[src/rtl/alu_multiciclo.sv]
// alu_multiciclo: registered ALU with valid/ready handshakes, NZCV flags and a bit-serial shifter
module alu_multiciclo #(
  parameter int ANCHO = 4
) (
  input  logic             clk,
  input  logic             rst,
  input  logic             in_valid,
  output logic             in_ready,
  input  logic [ANCHO-1:0] A,
  input  logic [ANCHO-1:0] B,
  input  logic [3:0]       ALUControl,
  input  logic             ALUFlagIn,
  output logic             out_valid,
  input  logic             out_ready,
  output logic [ANCHO-1:0] ALUResult,
  output logic [3:0]       ALUFlags
);
  localparam int CW = $clog2(ANCHO + 1);
  typedef enum logic [1:0] {IDLE, SHIFT, DONE} state_t;
  state_t state, state_n;
  logic [ANCHO-1:0] work, sel, x, y, yy, r, sh_w;
  logic [ANCHO:0] sum;
  logic [CW-1:0] cnt, amt;
  logic [3:0] f;
  logic fill, left, sh_c, accept, is_shift, is_arith, is_sub, unary;
  assign in_ready = state == IDLE;
  assign out_valid = state == DONE;
  assign accept = in_valid && in_ready;
  assign is_shift = ALUControl == 4'd8 || ALUControl == 4'd9;
  assign amt = (B >= ANCHO'(ANCHO)) ? CW'(ANCHO) : CW'(B);
  always_ff @(posedge clk or posedge rst)
    if (rst) state <= IDLE;
    else state <= state_n;
  always_comb begin
    state_n = state;
    if (state == IDLE && in_valid) state_n = (is_shift && amt != '0) ? SHIFT : DONE;
    else if (state == SHIFT && cnt == CW'(1)) state_n = DONE;
    else if (state == DONE && out_ready) state_n = IDLE;
  end
  // Subtraction is x + ~y + 1, so the adder carry-out is directly the no-borrow flag
  always_comb begin
    sel = ALUFlagIn ? B : A;
    unary = ALUControl == 4'd3 || ALUControl == 4'd4;
    is_sub = ALUControl == 4'd4 || ALUControl == 4'd6;
    is_arith = unary || ALUControl == 4'd2 || ALUControl == 4'd6;
    x = unary ? sel : A;
    y = unary ? ANCHO'(1) : B;
    yy = is_sub ? ~y : y;
    sum = {1'b0, x} + {1'b0, yy} + {{ANCHO{1'b0}}, is_sub};
    r = ALUControl == 4'd0 ? A & B :
        ALUControl == 4'd1 ? A | B :
        ALUControl == 4'd5 ? ~sel :
        ALUControl == 4'd7 ? A ^ B :
        is_arith ? sum[ANCHO-1:0] :
        is_shift ? A : '0;
    f = {r[ANCHO-1], r == '0, is_arith & sum[ANCHO],
         is_arith & (x[ANCHO-1] == yy[ANCHO-1]) & (r[ANCHO-1] != x[ANCHO-1])};
    sh_w = left ? {work[ANCHO-2:0], fill} : {fill, work[ANCHO-1:1]};
    sh_c = left ? work[ANCHO-1] : work[0];
  end
  always_ff @(posedge clk or posedge rst)
    if (rst) begin
      work <= '0;
      cnt <= '0;
      fill <= 1'b0;
      left <= 1'b0;
      ALUResult <= '0;
      ALUFlags <= '0;
    end else if (accept) begin
      work <= A;
      cnt <= amt;
      fill <= ALUFlagIn;
      left <= ALUControl == 4'd8;
      ALUResult <= r;
      ALUFlags <= f;
    end else if (state == SHIFT) begin
      work <= sh_w;
      cnt <= cnt - CW'(1);
      ALUResult <= sh_w;
      ALUFlags <= {sh_w[ANCHO-1], sh_w == '0, sh_c, 1'b0};
    end
endmodule
[config.mk]
export PLATFORM = sky130hd
export DESIGN_NAME = alu_multiciclo
export DESIGN_NICKNAME = d
export VERILOG_FILES = /design/src/rtl/alu_multiciclo.sv
export SDC_FILE = /design/constraint.sdc
export NUM_CORES = 1
export LEC_CHECK = 0
export ABC_AREA = 1
export CORE_MARGIN = 2
export CORE_UTILIZATION = 58
export CTS_CLUSTER_DIAMETER = 30
export DETAILED_ROUTE_END_ITERATION = 10
export PLACE_DENSITY = 0.95
export SYNTH_ARGS = -nofsm -noshare
export SYNTH_HDL_FRONTEND = slang
export SYNTH_SLANG_ARGS = --single-unit
[constraint.sdc]
create_clock -name clk -period 3.5 [get_ports clk]
set_clock_uncertainty 0.05 [all_clocks]
set_input_delay 0.525 -clock clk [delete_from_list [all_inputs] [get_ports clk]]
set_output_delay 0.525 -clock clk [all_outputs]
set_load 0.005 [all_outputs]
Word-level counts from Yosys, hierarchy flattened
Index checks and enable logic that the tools add are counted.

cells by class
  muxes and demuxes = 24
  eq/ne operators = 14
  reduce and logical (&&, ||, !) cells = 16
  bitwise operators = 8
  add/sub/neg operators = 3
  $lt $le $gt $ge = 1

operators with widths
  kind                                                                number
  2-to-1 mux 4 bit                                                    16
  == test 4 x 3 -> 1 bit (second input constant)                      4
  zero test 4 bit                                                     3
  2-to-1 mux 3 bit                                                    3
  == test 4 x 2 -> 1 bit (second input constant)                      2
  == test 4 bit (second input constant)                               2
  2-to-1 mux 2 bit                                                    4
  NOT 4 bit                                                           2
  nonzero test 3 bit                                                  2
  adder 4 x 4 -> 5 bit                                                1
  adder 5 x 1 -> 5 bit                                                1
  logical OR 1 bit                                                    5
  bitwise AND 4 bit                                                   1
  == test 4 x 1 -> 1 bit (second input constant)                      1
  greater-or-equal comparator 4 x 3 -> 1 bit (second input constant)  1
  logical AND 1 bit                                                   4
  OR 4 bit                                                            1
  XOR 4 bit                                                           1
  bitwise AND 1 bit                                                   3
  == test 3 x 1 -> 1 bit (second input constant)                      1
  subtractor 3 x 1 -> 3 bit (second input constant)                   1
  == test 2 x 1 -> 1 bit (second input constant)                      1
  == test 2 bit (second input constant)                               1
  zero test 2 bit                                                     1
  4 further kinds                                                     4

word-level totals
  register bits = 19
  word-level logic and storage cells = 73
  input port bits = 17

Longest topological paths before layout
Gate-level depths: netlist of the first run.

  depth in word-level cells = 15
  depth in mapped cells = 21
  gate-level depth less buffers = 21

Worst setup path after synthesis of the first run
OpenSTA, ideal clock, no wires.

  path type = input -> register
  start point = input ALUControl[2]
  end point = register ALUFlags[2]
  stages = 18
  path slack = 0.677 ns
  library setup time = 0.078 ns
  data required time = 3.372 ns
  buffers on the path = 0
  arrival = 2.696 ns
  cells stage by stage = nor2_1 nand2_2 nand2_4 inv_1 or2_2 o21ai_0 inv_1 fa_1 inv_1 a21oi_1 o21ai_1 o21ai_1 o211ai_1 nor2_1 nand2_1 nor2_1 nand3_1 a21boi_1

on the way
  cells in the longest elaborated chain, start to end = 14
  elaborated cells between the ends (all ways) = 29

RTL lines
  item                                                              RTL line  source
  start, declared                                                   11        input logic [3:0] ALUControl,
  == test 4 x 2 -> 1 bit or == test 4 x 3 -> 1 bit (tied branches)  43, 44
  logical OR 1 bit                                                  43        unary = ALUControl == 4'd3 || ALUControl == 4'd4;
  2-to-1 mux 4 bit                                                  47        y = unary ? ANCHO'(1) : B;
  NOT 4 bit                                                         48        yy = is_sub ? ~y : y;
  2-to-1 mux 4 bit                                                  48
  adder 4 x 4 -> 5 bit                                              49        sum = {1'b0, x} + {1'b0, yy} + {{ANCHO{1'b0}}, is_sub};
  adder 5 x 1 -> 5 bit                                              49
  2-to-1 mux 4 bit                                                  54        is_arith ? sum[ANCHO-1:0] :
  2-to-1 mux 4 bit                                                  53        ALUControl == 4'd7 ? A ^ B :
  2-to-1 mux 4 bit                                                  52        ALUControl == 4'd5 ? ~sel :
  2-to-1 mux 4 bit                                                  51        ALUControl == 4'd1 ? A | B :
  2-to-1 mux 4 bit *                                                50        r = ALUControl == 4'd0 ? A & B :
  zero test 4 bit *                                                 56        f = {r[ANCHO-1], r == '0, is_arith & sum[ANCHO],
  2-to-1 mux 4 bit *                                                69        end else if (accept) begin
  end signal, assigned                                              80        ALUFlags <= {sh_w[ANCHO-1], sh_w == '0, sh_c, 1'b0};
  end, declared                                                     16        output logic [3:0] ALUFlags

Every way passes the cells marked *; elsewhere a longest branch is shown, timed or not.
A chain may end at the register's enable or synchronous reset.

Final worst setup path of the first run
  start point = input ALUControl[3]
  end point = register ALUFlags[2]

Same word-level chain as after synthesis.

==> impl_results.md, run 1 <==
- Final Hold Fails: 0
- Clk sinks: 18
- Peak supply drop: 0.231 mV
- Average cell area after synthesis: 6.53 sq um
- Die W: 57.7 microns
- Final worst path period need: 3320 ps
- Final max-slew violation count: 0
- Commonest non-fill, non-tap cells in the layout: 62 x nand2_1, 43 x inv_1, 26 x clkdlybuf4s50_1
- Via density: 5.47
- CP endpoint kind: register
- Tot GR Track Use: 25.2%
- Highest Signal Layer: met4
- Worst Path Required: 3670 ps
- CORE AREA: 0.00276 sq mm
- Initial antenna violation count: 0
- Leak: 1.06 nW
- DRT met1 WL: 1640 microns
- Worst-path fanout max: 4
- Share of layout cells above drive strength 1: 13.6%
- Fin crit share: 94.8%
- Top_reg_cell synth: dfrtp_1
- # rows: 19
- Clk_lat worst skew: 300 ps
- Clock root buffer: clkbuf_4
- Number of distinct library cells after synthesis: 30
- Vias in the first global route: 1597
- PD cells: 232 mW/mm^2
- Placed cells: 313
- Per-cell routed wire length: 12.5 microns
- Synthesized Nets: 287
- Starting Density: 60.6%
- IO Port Bufs: 26
- Final Setup Violations: 0
- First-pass GRT wire length: 6560 microns
- Clock-pin slew on the worst setup and hold paths: 100 ps
- Die Y: 57.7 microns
- Crit path DAT: 3490 ps
- Register bit total from synthesis: 18
- Worst-Margin Slew: 657 ps
- Crit path kind: in2reg
- Fillcell total: 214
- Post-Route WL: 3960 microns
- Fin cells: 317
- Met2 layer wire length in the routed design: 1960 microns
- Vias: 1735
- Seq/Total Area, Yosys: 26.9%
- Nets: 318
- Max Clk Rate: 301 MHz
- Residual DRC: 0
- Synth area leader: dfrtp_1
- Max-slew headroom: 56.2%
- Detailed Routing Iterations Pass 1: 4
- Largest net degree at the start of global routing: 19
- ANT cells: 0
- Area Overhead vs Synth: 21.5%
- Placed inst area: 0.00198 sq mm
- Area share of the largest cell type after synthesis: 26.9%
- Cells after Synth: 256
- Hold crit path type: reg2reg
- Routability Congestion: 0.904
- Commonest non-fill, non-tap cell in the layout: nand2_1
- Cell Area, Synth: 0.00167 sq mm
- Area contributors post-synth: dfrtp_1 27%, nand2_1 14%, ha_1 9.7%, inv_1 9.7%, nor2_1 5.6%
- Post-synth EDFFs: 0
- CTS tree: done
- Post-synth ARST share: 100%
- Cell area after layout: 0.00203 sq mm
- Routed wl met3: 229 microns
- Total CTS buffers: 3
- Post-CTS Hold Fix Bufs: 0
- DP HPWL: 3160 microns
- Synthesis Warnings: 0
- DRT antenna net count: 0
- Fin util: 73.6%
- Crit start category: primary input
- H-tree lvl count: 1
- Initial DRC count: 94
- Status: complete, no violations
- Ports: 27
- Max_cap viols: 0
- Die area: 0.00333 sq mm
- Post-CTS setup buffers: 0
- Gr ovfl total: 0
- Clock buffer depth: 2
sequential cells by signal, summed over array words and instances, names as in the netlist:
name,count
work,4
ALUFlags,3
left,1
ALUResult,4
state,2
fill,1
cnt,3
stage by stage:
| step | setup slack, ps | setup TNS [ps] | hold slack [ps] | power, mW |
|---|---|---|---|---|
| finish | 182 | 0 | 456 | 0.472 |
| global route | -59.1 | -59.1 | 478 | 0.498 |
| CTS | 247 | 0 | 455 | 0.468 |
| detailed placement | -57.1 | -57.1 | 437 | 0.343 |
| global placement | 93.5 | 0 | 415 | 0.339 |
| floorplan | 677 | 0 | 414 | 0.297 |
worst max-delay path: stages:
cell	delay, ps
clkdlybuf4s50_1	530
nor2_2	230
nand2_2	90
nand2_4	70
inv_1	60
or2_2	270
o21ai_0	110
inv_1	100
fa_1	530
inv_1	40
a21oi_1	140
o21ai_1	80
o21ai_1	80
o211ai_1	110
nor2_1	130
nand2_1	60
nor2_1	90
nand3_1	90
a21boi_1	150
what timing repair did:
item / CTS / global route
hold endpoints to repair: 0 / 0
setup endpoints to repair: 0 / 1
gates resized for setup: 0 / 3
final cells by class:
type / count / area (sq um) / share of cell area (%)
clock buffers: 4 / 36.3 / 1.79
multi-input cells: 185 / 1030 / 50.6
flip-flops and latches: 18 / 450 / 22.2
well taps: 31 / 38.8 / 1.91
inverters: 48 / 180 / 8.87
repair buffers: 31 / 298 / 14.7
cell families (layout without fill, tap and decap cells):
logic type / after synthesis / in the layout / synth area share, %
AOI/OAI and AO/OA: 39 / 39 / 13.5
xor gates and xnor gates: 3 / 3 / 1.57
adders and majority gates: 14 / 14 / 10.9
buffers and inverters: 53 / 83 / 12.2
DFF: 18 / 18 / 26.9
and+or+nand+nor: 129 / 129 / 34.8
worst paths after layout:
kind                                     to  slack [ps]     startpoint  depth (start not counted)
worst max-delay path            ALUFlags[2]         180  ALUControl[3]                         19
worst min register to register  ALUFlags[1]         460    ALUFlags[1]                          2
worst min-delay path            ALUFlags[1]         460    ALUFlags[1]                          2
worst max register to register  ALUFlags[2]        1540       state[0]                          7
max in group asynchronous       ALUFlags[2]        2430            rst                          2
min in group asynchronous          state[0]         550            rst                          2
cells in the mapped netlist (3+ instances only):
library cell,number
o211ai_1,5
xor2_1,3
nand2_2,6
inv_1,43
nand4_1,3
clkbuf_1,3
o21ai_0,15
o21ai_1,5
dfrtp_1,18
nor2_1,25
a21oi_1,6
o22ai_1,4
nand3_1,15
nand2_1,62
or2_2,9
ha_1,13
inv_2,4
nor2_2,5
per-layer routing:
layer  GRT usage [%]  up-vias
met1            31.0      780
met3            2.68       15
met5               0        -
met4            12.6        0
li1                -      867
met2            43.7       73
power breakdown:
| part | switching (mW) | internal, mW | leakage, nW |
|---|---|---|---|
| combinational | 0.0797 | 0.0553 | 0.851 |
| clock | 0.0655 | 0.0635 | 0.0210 |
| sequential | 0 | 0.208 | 0.184 |
| total | 0.145 | 0.327 | 1.06 |
Power figures use the tool's default switching activity.
==> run 2, diff against run 1 <==
==> constraint.sdc (replaced) <==
create_clock -name clk -period 3.5 [get_ports clk]
set_clock_uncertainty 0.05 [all_clocks]
set_input_delay 0.525 -clock clk [delete_from_list [all_inputs] [get_ports clk]]
set_output_delay 0.525 -clock clk [all_outputs]
set_load 0.01 [all_outputs]
==> results of run 2 <==
No change in the layout: final DEF, timing and power equal those of run 1.
==> run 3, diff against run 2 <==
Settings changed: CAP_MARGIN set to 15, CORE_UTILIZATION 58 to 45, PLACE_DENSITY 0.95 to 0.78, TNS_END_PERCENT set to 30.
==> run 3 against run 2 <==
Effect of this change:
- sequential share of layout area shrank 0.26 points
- first-iteration DRC count up 79%
- total power increased by 2.6%
- wire length fell by 0.86%
- worst setup slack improved by 87 ps
- combinational power is essentially flat
==> impl_results.md, run 3 (synthesized netlist as in run 1, its figures left out) <==
- Share of layout cells above drive strength 1: 13.3%
- Crit path DAT: 3360 ps
- Max incr delay on CP: 540 ps
- Leak: 1.06 nW
- Post-CTS setup buffers: 0
- Net Sw Frac: 29.7%
- Nets: 318
- Crit path kind: in2reg
- Via density: 5.02
- Critical path, cell by cell: clkdlybuf4s50_1 > inv_2 > nor2_2 > nand2_2 > nand2_4 > inv_1 > or2_2 > o21ai_0 > inv_1 > fa_1 > inv_1 > a21oi_1 > o21ai_1 > o21ai_1 > o211ai_1 > nor2_1 > nand2_1 > nor2_1 > nand3_1 > a21boi_1
- CP dominant cell by count: inv_1
- Commonest non-fill, non-tap cell in the layout: nand2_1
- H-tree lvl count: 1
- Max_cap viols: 0
- Vias: 1671
- Status: complete, no violations
- CTS tree: done
- Fin Setup TNS: 0 ps
- Peak supply drop: 0.113 mV
- Worst-path fanout max: 3
- Detailed Routing Iterations Pass 1: 5
- Crit start category: primary input
- Gr ovfl total: 0
- Part of the power in the clock network: 29.5%
- Initial antenna violation count: 0
- Final max-slew violation count: 0
- CTS resizes: 0
- Per-cell routed wire length: 11.8 microns
- CP endpoint kind: register
- Fillcell total: 360
- Placed inst area: 0.00201 sq mm
- Total Power: 0.484 mW
- Sequential share of power: 42.9%
- Clk sinks: 18
- Post-CTS Hold Fix Bufs: 0
- ANT cells: 0
- Commonest non-fill, non-tap cells in the layout: 62 x nand2_1, 43 x inv_1, 25 x clkdlybuf4s50_1
- GR met2 Demand/Resource: 34.5%
- Critical path's slowest cell: fa_1
- PD cells: 236 mW/mm^2
- Internal power: 0.341 mW
- Worst Path Required: 3630 ps
- Hold slack: 433 ps
- Vias in the first global route: 1499
- Fin util: 57.0%
- Final Hold Fails: 0
- Final Setup Violations: 0
- Routability Congestion: 0.942
- GR peak layer: met2
- Final worst path period need: 3230 ps
- Logic pwr share: 27.5%
- IO Port Bufs: 26
- First-pass GRT wire length: 6700 microns
- Grt met3 use: 2.08%
- CORE AREA: 0.00361 sq mm
- Die Y: 65.0 microns
- DP HPWL: 3120 microns
- # rows: 22
- Clock root buffer: clkbuf_8
- Initial DRC count: 168
- Residual DRC: 0
- Clock-pin slew on the worst setup and hold paths: 70 ps
- Sw Pwr: 0.144 mW
- Clk_lat worst skew: 250 ps
- Area Overhead vs Synth: 22.9%
- Hold crit path type: reg2reg
- Starting Density: 46.4%
- Max Clk Rate: 309 MHz
- Fin crit share: 92.3%
- Total CTS buffers: 3
- Largest net degree at the start of global routing: 19
- Cell area after layout: 0.00205 sq mm
- Largest regs: ALUResult x4, work x4
- Die W: 65.0 microns
- Post-Route WL: 3920 microns
- Clock buffer depth: 2
- Met1 global-route usage: 26.9%
- Max-slew headroom: 55.0%
- Ports: 27
- Die area: 0.00422 sq mm
- DRT antenna net count: 0
- Tot GR Track Use: 20.2%
- Worst-Margin Slew: 674 ps
-- run 3: changes by cell type in the layout (fill, tap and decap cells not counted) --
cell             delta
clkbuf_4            -3
clkbuf_8            +2
clkdlybuf4s50_1     -1
dlymetal6s2s_1      +1
nor2_2              +1
nor2_4              -1
-- run 3: final timing paths --
path	slack, ps	depth (start not counted)	endpoint	from
worst max-delay path	270	20	ALUFlags[2]	ALUControl[2]
worst min-delay path	430	2	ALUFlags[0]	ALUFlags[0]
worst max register to register	1560	7	ALUFlags[2]	state[0]
worst min register to register	430	2	ALUFlags[0]	ALUFlags[0]
max in group asynchronous	2350	2	ALUResult[0]	rst
min in group asynchronous	620	2	fill	rst
-- run 3: cell type report --
class,instances,area (sq um),share of cell area (%)
timing repair buffer,31,300,14.6
tap,48,60.1,2.92
sequential,18,450,21.9
inverter,48,180,8.77
clock buffer,3,41.3,2.01
multi-input combinational,185,1020,49.8
-- run 3: worst max-delay path: cells and delay by family --
family | cells | cell delay, ps
AOI/OAI and AO/OA | 6 | 600
and+or+nand+nor | 8 | 950
buffers and inverters | 5 | 760
adders and majority gates | 1 | 540
-- run 3: power groups by stage --
stage | Sequential [mW] | Combinational, mW | Clock [mW]
floorplan | 0.212 | 0.0851 | 0
global placement | 0.212 | 0.130 | 0
detailed placement | 0.212 | 0.132 | 0
CTS | 0.208 | 0.133 | 0.144
global route | 0.208 | 0.151 | 0.151
finish | 0.208 | 0.133 | 0.143
-- run 3: through the flow --
stage               cells  setup WS [ps]
floorplan             256            677
global placement      330            116
detailed placement    330          -2.28
CTS                   333            233
global route          333          -27.6
finish                333            269
-- run 3: routing by layer --
layer | vias up | routed length, microns | part of all wire [%]
li1 | 862 | - | -
met1 | 750 | 1760 | 45
met2 | 55 | 1900 | 48
met3 | 4 | 217 | 5.5
met4 | 0 | 44 | 1.1
met5 | - | 0 | 0
==> edit (flow settings as in run 2) <==
`ANCHO`: 4 -> 8.
--- a/src/rtl/alu_multiciclo.sv
+++ b/src/rtl/alu_multiciclo.sv
@@ -1,6 +1,6 @@
 // alu_multiciclo: registered ALU with valid/ready handshakes, NZCV flags and a bit-serial shifter
 module alu_multiciclo #(
-  parameter int ANCHO = 4
+  parameter int ANCHO = 8
 ) (
   input  logic             clk,
   input  logic             rst,
Interface: changed (resized A, ALUResult and B); port bits go from 27 to 39. No check against the original RTL was run, so the function may have changed too.
==> edit against run 2 <==
  * Total power increased by 69%
  * Synthesized cell count increased by 59%
  * Cell area increased by 65%
  * Worst setup slack got worse by 0.019 ns
  * Combinational power increased by 120%
  * Final cell count increased by 62%
  * Worst hold slack got worse by 0.015 ns
  * Area after synthesis increased by 63%
  * Sequential share of layout area decreased by 2.1 points
  * Sequential cell count increased by 9
  * First-iteration DRC count increased to 3.5 times the old value
  * Wire length increased by 93%
  * Register-to-register slack got worse by 0.09 ns
  * Critical path type unchanged
  * Critical endpoint unchanged
==> edit: results (changes against run 2) <==
- Status: finished clean
- Synth unique cells: 43 (+43%)
- Complex-gate fraction of the synthesized area: 16.6% (+3.0 points)
- Cell count after synthesis: 407 (+59%)
- Ratio of cells with drive above 1 in the final layout: 12.4% (-1.3 points)
- Clk. pwr: 182 uW (+41%)
- CP Max Fanout: 3 (-1)
- P_int: 520 uW (+59%)
- HPWL after detailed placement: 5900 um (+87%)
- DR vias/cell: 5.93 (+8.4%)
- Vias in the first global route: 2875 (+80%)
- Sequential share of the synthesized area: 24.9% (-2.1 points)
- Xor/xnor share of the synthesized area: 2.90% (+1.3 points)
- Top Registers: ALUResult x8, work x8, cnt x4
- Synth Area in Adders: 12.3% (+1.3 points)
- Clock Latency Late Sink: 0.28 ns (-0.02 ns)
- Commonest cells in the netlist: nand2_1 (112), inv_1 (58), o21ai_0 (28)
- Fill count: 338 (+58%)
- Slew margin rel.: 34.1% (-22 points)
- First-pass GRT wire length: 12600 um (+93%)
- Pre-Repair DR Iteration Count: 5 (+1)
- Combinational power: 302 uW (+120%)
- Overall routing resource usage: 30.3% (+5.1 points)
- Wirelength per Cell: 14.9 um (+19%)
- Clock share of power: 22.9% (-4.4 points)
- Internal reg-to-reg setup slack: 1.45 ns (-0.09 ns)
- Largest cells by area after synthesis: dfrtp_1 (25%), nand2_1 (15%), ha_1 (12%)
- GP Congestion: 0.893 (-1.2%)
- Min Tclk post-route: 3.34 ns (+0.0185 ns)
- Worst Hold Margin: 0.441 ns (-0.0146 ns)
- Worst VDD drop: 0.145 mV (-37%)
- Multi-input logic area: 1790 um2 (+75%)
- Post-Syn Nets: 458 (+60%)
- Via count: 3044 (+75%)
- CP arrival: 3.50 ns (about the same)
- Largest net degree at the start of global routing: 28 (+9)
- Pre-CTS setup slack: -0.336 ns (-0.279 ns)
- Root Buffer Master: clkbuf_8
- Dpl cell area: 3290 um2 (+66%)
==> edit: cell count changes in the layout (fill, tap and decap cells not counted), sizes merged, moves of 6 or more <==
| cell | run 2 | this run |
|---|---|---|
| buf | 5 | 23 |
| dfrtp | 18 | 27 |
| ha | 13 | 25 |
| o211ai | 5 | 11 |
| nand3 | 16 | 24 |
| nand4 | 3 | 12 |
| o21ai | 20 | 30 |
| a21oi | 7 | 16 |
| inv | 47 | 60 |
| nand2 | 69 | 117 |
| clkdlybuf4s50 | 26 | 38 |
==> edit: what timing repair did <==
| action | 4_1_cts | 5_1_grt |
|---|---|---|
| pin swaps | 0 | 4 |
| buffers inserted | 0 | 0 |
| setup endpoints to repair | 1 | 2 |
| resized for setup | 2 | 7 |
| hold buffers | 0 | 0 |
==> edit: final timing paths <==
check                           cells past startpoint          start           to
worst min register to register                      2    ALUFlags[1]  ALUFlags[1]
worst min-delay path                                2    ALUFlags[1]  ALUFlags[1]
worst max-delay path                               19  ALUControl[3]  ALUFlags[2]
worst max register to register                     10       state[1]  ALUFlags[2]
max in group asynchronous                           2            rst      work[7]
min in group asynchronous                           2            rst       cnt[3]
==> edit: worst max-delay path: cells and delay by family <==
family / cells / cell delay, ns
adder cells (fa/ha/maj): 1 / 0.52
buffers and inverters: 4 / 0.65
AO/OA/AOI/OAI: 3 / 0.34
AND/OR/NAND/NOR: 11 / 1.47
==> edit: metal layers <==
layer,routed length (um),part of all wire [%],global-route usage (%)
met5,0,0,0
met3,636,8.3,4.03
met2,3820,50,53.7
met1,2960,39,36.2
met4,238,3.1,14.2
==> edit: layout make-up <==
type	instances	share of cell area [%]
Multi-Input combinational cell	309	53.4
Sequential cell	27	20.1
Timing Repair Buffer	61	16.6
Inverter	60	6.70
Tap cell	52	1.94
Clock buffer	4	1.34
